[src/rtl/camera_frame_line_counter.sv]
// Purpose : counts active lines (lval rising edges) inside each camera frame (fval
//           high) and publishes the count of the last complete frame on a stable word.
// Latency : frame end seen on edge N -> line_count/sat/frame_done valid after edge N.
// Backpressure: none; the word is held between frame_done pulses, so a reader may
//           sample it on any cycle.
//
// Ports
//   clk         system clock; all inputs are synchronous to it
//   reset_n     asynchronous active-low reset
//   enable      1 = measure, 0 = abort the current frame and idle
//   fval        camera frame valid, high for the whole frame
//   lval        camera line valid, high for each active line
//   line_count  line count of the last completed frame
//   sat         last completed frame reached the saturation limit 2**WIDTH-1
//   frame_done  one-cycle pulse coincident with each line_count/sat update
//   busy        high while a frame is being counted (state ACTIVE)

module camera_frame_line_counter #(
  parameter int WIDTH = 12
) (
  input  logic             clk,
  input  logic             reset_n,
  input  logic             enable,
  input  logic             fval,
  input  logic             lval,
  output logic [WIDTH-1:0] line_count,
  output logic             sat,
  output logic             frame_done,
  output logic             busy
);

  // State encoding kept as plain constants for compatibility with older tools.
  localparam logic [1:0] SYNC   = 2'd0;
  localparam logic [1:0] IDLE   = 2'd1;
  localparam logic [1:0] ACTIVE = 2'd2;

  localparam logic [WIDTH-1:0] CNT_MAX = {WIDTH{1'b1}};

  logic [1:0]       state;
  logic [1:0]       state_nxt;
  logic [WIDTH-1:0] cnt;
  logic [WIDTH-1:0] cnt_nxt;
  logic             fval_d;
  logic             lval_d;
  logic             f_rise;
  logic             f_fall;
  logic             l_rise;
  logic             publish;

  // Edge detection against last cycle's inputs. A line only counts when its
  // lval edge lands while fval is high, so an lval edge on the very cycle fval
  // drops is ignored, and an lval that is already high when fval rises never
  // produces an edge at all.
  assign f_rise = fval & ~fval_d;
  assign f_fall = ~fval & fval_d;
  assign l_rise = lval & ~lval_d & fval;

  always_comb begin
    state_nxt = SYNC;
    cnt_nxt   = cnt;
    publish   = 1'b0;

    if (!enable) begin
      // Abort wins over everything, including a frame end on the same cycle.
      state_nxt = SYNC;
      cnt_nxt   = '0;
    end else begin
      case (state)
        SYNC: begin
          // A frame already under way at reset/enable is partial; wait it out.
          state_nxt = fval ? SYNC : IDLE;
        end
        IDLE: begin
          if (f_rise) begin
            state_nxt = ACTIVE;
            cnt_nxt   = l_rise ? {{(WIDTH-1){1'b0}}, 1'b1} : '0;
          end else begin
            state_nxt = IDLE;
          end
        end
        ACTIVE: begin
          if (f_fall) begin
            state_nxt = IDLE;
            publish   = 1'b1;
          end else begin
            state_nxt = ACTIVE;
            if (l_rise && (cnt != CNT_MAX)) begin
              cnt_nxt = cnt + 1'b1;
            end
          end
        end
        default: begin
          state_nxt = SYNC;
        end
      endcase
    end
  end

  // Input history is kept every cycle, even while disabled, so edges are
  // correct on the first enabled cycle.
  always_ff @(posedge clk or negedge reset_n) begin
    if (!reset_n) begin
      fval_d <= 1'b0;
      lval_d <= 1'b0;
    end else begin
      fval_d <= fval;
      lval_d <= lval;
    end
  end

  always_ff @(posedge clk or negedge reset_n) begin
    if (!reset_n) begin
      state <= SYNC;
      cnt   <= '0;
      busy  <= 1'b0;
    end else begin
      state <= state_nxt;
      cnt   <= cnt_nxt;
      // Registered from next-state so busy tracks state exactly.
      busy  <= (state_nxt == ACTIVE);
    end
  end

  // Result word only moves together with the frame_done pulse.
  always_ff @(posedge clk or negedge reset_n) begin
    if (!reset_n) begin
      line_count <= '0;
      sat        <= 1'b0;
      frame_done <= 1'b0;
    end else begin
      frame_done <= publish;
      if (publish) begin
        line_count <= cnt;
        sat        <= (cnt == CNT_MAX);
      end
    end
  end

endmodule

[config.mk]
export PLATFORM = sky130hd
export DESIGN_NAME = camera_frame_line_counter
export DESIGN_NICKNAME = d
export VERILOG_FILES = /design/src/rtl/camera_frame_line_counter.sv
export SDC_FILE = /design/constraint.sdc
export NUM_CORES = 1
export LEC_CHECK = 0
export ABC_AREA = 1
export BUFFER_PORTS_ARGS = -buffer_cell sky130_fd_sc_hd__clkbuf_2
export CORE_MARGIN = 2
export CORE_UTILIZATION = 35
export CTS_CLUSTER_SIZE = 16
export DETAILED_ROUTE_END_ITERATION = 10
export GPL_ROUTABILITY_DRIVEN = 0
export SLEW_MARGIN = 20
export SYNTH_ARGS = -nofsm -noshare
export SYNTH_HDL_FRONTEND = slang
export SYNTH_SLANG_ARGS = --single-unit
[constraint.sdc]
create_clock -name clk -period 1.83 [get_ports clk]
set_input_delay 0.366 -clock clk [delete_from_list [all_inputs] [get_ports clk]]
set_output_delay 0.366 -clock clk [all_outputs]
set_load 0.05 [all_outputs]
==> summary.txt <==
Outcome
  • Outcome: complete, no violations

Worst setup path
  • FF-to-FF path depth: 8
  • Critical Path Most Common Cell: nand2_4
  • CP max stage delay: 0.39 ns
  • Setup crit start: cnt[1]$_DFFE_PN0P_
  • CP endpoint: cnt[4]$_DFFE_PN0P_
  • Crit. End Element: flop
  • Required @ worst endpoint: 1.99 ns
  • RR Endpoint: cnt[4]$_DFFE_PN0P_
  • Crit path launch type: flop
  • Cells along the critical path: ha_1 > nand2_2 > nor2_4 > nand3_4 > nand2_4 > nand2_4 > nand2_1 > o21ai_2
  • Crit path max fanout: 19
  • Critical Path Slowest Stage Cell: dfrtp_1
  • Crit path DAT: 1.77 ns
  • Reg-to-reg slack, setup: 0.22 ns
  • Worst r2r src: cnt[1]$_DFFE_PN0P_
  • Worst setup path class: reg2reg

Placed design
  • Port Buffers: 19
  • Detailed placement HPWL: 2170 um
  • Pre-CTS WS: ~0.23 ns
  • Placed Cells: 253
  • Dpl cell area: 1750 um2

Timing
  • Layout Skew: 0.00608 ns
  • Setup ws final: 0.220 ns
  • Fmax: 0.621 GHz
  • Slew HR: around 74%
  • RSZ-0062 raised after global routing: false
  • Actual slew at the worst max-slew pin: 0.385 ns
  • Final Hold Viols: 0
  • Hold_ws: 0.0966 ns
  • Final period util: 88.0%
  • Final Setup Violations: 0
  • Fin crit period: 1.61 ns
  • Total Neg Setup Slack: 0 ns
  • Max-slew violation count: 0

Power and ir drop
  • Sw Ratio: 21.7%
  • Max VDD drop: 0.474 mV
  • Net switching power: 0.292 mW
  • Leak pwr: 0.832 nW
  • Power Dens Cells: 727 nW/um2
  • Flop pwr share: roughly half
  • Int Pwr: 1.05 mW
  • Power share of the clock group: 43.3%
  • Overall power: 1.34 mW
  • Combinational share of power: 4.9%

Synth
  • Most common library cells after synthesis: nand2_1 (39), dfrtp_1 (31), inv_1 (18), nor2_1 (16), o21ai_0 (16)
  • Largest family of logic cells by synthesized area: simple AND/OR/NAND/NOR gates
  • Top-count cell post-synth: nand2_1
  • Post-synth EDFFs: 0
  • Distinct cells, synth: 28
  • Compound-Gate Fraction of Synth Area: 11.3%
  • Post-synthesis sequential area ratio: 48.2%
  • Multiplexer share of the synthesized area: 0%
  • Synth Area in XOR/XNOR: less than 1%
  • Post-synthesis adder-cell area fraction: less than 1%
  • Simple-gate share of the synthesized area: 32.3%
  • Yosys Warn Count: 0
  • Ys flop type: dfrtp_1
  • Syn Std Cell Area: 1610 um2
  • Synthesized instance count: 184
  • Share of the synthesized area in the top cell type: between 40% and 50%
  • #FFs+latches synth: 31
  • Syn_nets: 190
  • Async SR Flop Fraction: 100%
  • Area leader, netlist: dfrtp_1
  • Area contributors post-synth: dfrtp_1 (48%), nand2_1 (9.1%), o21ai_0 (5.0%)
  • Mean Syn Cell Area: 8.74 um2

Detailed routing
  • Initial DRT Pass Iterations: 4
  • ANT nets after route: 0
  • Post-Route WL: 3000 um
  • Drt wl/cell: 11.5 um
  • Total number of vias: 1232
  • Vias per cell: approximately 4.7
  • Detailed Route Iter0 Violations: 57
  • Post-route DRC: 0

Flow run
  • # Max-Cap Violations: 0

Global route
  • Vias in the first global route: 1192
  • Initial antenna violation count: 0
  • First-pass GRT wire length: approximately 5300 um
  • Grt total ovfl: 0
  • Total routing usage reported by global routing: 13.1%
  • Largest net degree at the start of global routing: 32

Floorplanning
  • # rows: 24
  • Die area: 5160 um2
  • Core region area: between 4000 and 5000 um2
  • I/O pin count: 20
  • Die height: 71.8 um
  • Initial Util: 36.7%
  • Die width: 71.8 um

Finish
  • Final instance area: 1850 um2
  • Fin cells: about 260
  • Fin nets: 214
  • Post-layout util: 42.1%
  • N_diodes: 0
  • Layout cells sized above 1: 27.8%
  • Fill count: 475
  • Area added between synthesis and finish: 14.7%

Clock tree
  • CTS resizes: 0
  • CTS max path bufs: 2
  • # hold bufs at CTS: 0
  • CTS buffer count: 5
  • Clock latency on the worst-skew pair: 0.27 ns
  • CTS clk-pin slew, worst paths: 0.07 ns
  • Clk Tree Root Cell: clkbuf_8
  • Post-CTS Setup Bufs: 0
  • H-tree depth: 2
  • CTS tree: yes
  • Clk sink count: 31

Min path
  • Hold crit path type: in2async
## placed cells by master, fill, tap and decap left out, drive strengths merged
cell type,count
nand2,49
nand3b,1
xor2,1
dfrtp,31
inv,21
a21oi,8
nor3b,1
ha,1
clkbuf,27
o21ai,23
nor2,22
o21a,1
nand3,18
buf,1
nand4,2
nor3,2
## power groups by stage
| stage | Clock, mW | Sequential (mW) | Combinational, mW |
|---|---|---|---|
| after floorplan | 0 | 0.712 | 0.0379 |
| after global placement | 0 | 0.708 | 0.0676 |
| after detailed placement | 0 | 0.708 | 0.0691 |
| after CTS | 0.599 | 0.695 | 0.0692 |
| after global routing | 0.626 | 0.695 | 0.0761 |
| final | 0.581 | 0.695 | 0.0664 |
## worst max-delay path, delay by kind of cell, from the launching register on
kind | cells | cell delay (ns)
compound gates | 1 | 0.05
fa+ha+maj | 1 | 0.27
simple gates | 6 | 0.78
flops | 1 | 0.39
## kinds of logic after synthesis
family | count (synthesis)
buf+inv | 24
flops | 31
compound gates | 32
xor+xnor | 1
fa+ha+maj | 1
simple gates | 95
## flip-flops by register name, summed over array words and instances, names as in the netlist
name and cells:
state 2, lval_d 1, frame_done 1, line_count 12, busy 1, cnt 12
fval_d 1, sat 1
## final cells by class
type / instances / area, um2 / area share, %
clock buffer: 8 / 100 / 5.42
inverter: 21 / 78.8 / 4.27
multi-input combinational: 129 / 723 / 39.2
sequential: 31 / 776 / 42.0
tap: 52 / 65.1 / 3.53
timing repair buffer: 20 / 103 / 5.56
## per-layer routing
layer	vias up	part of all wire, %	global-route usage, %
met3	2	3.6	3.38
met2	20	46	20.8
met4	0	0.70	5.03
li1	642	-	-
met5	-	0	0
met1	568	50	17.1
## worst min path at each step
| stage | start | depth (start not counted) | endpoint | slack, ns |
|---|---|---|---|---|
| final | reset_n | 2 | line_count[4]$_DFFE_PN0P_ | 0.1 |
| after global routing | reset_n | 2 | line_count[4]$_DFFE_PN0P_ | 0.14 |
| after CTS | reset_n | 2 | line_count[4]$_DFFE_PN0P_ | 0.11 |
| after detailed placement | reset_n | 2 | line_count[4]$_DFFE_PN0P_ | 0.41 |
| after global placement | reset_n | 2 | line_count[4]$_DFFE_PN0P_ | 0.41 |
| after floorplan | reset_n | 0 | busy$_DFF_PN0_ | 0.07 |
Note: power is estimated with default switching activity, not from simulation.
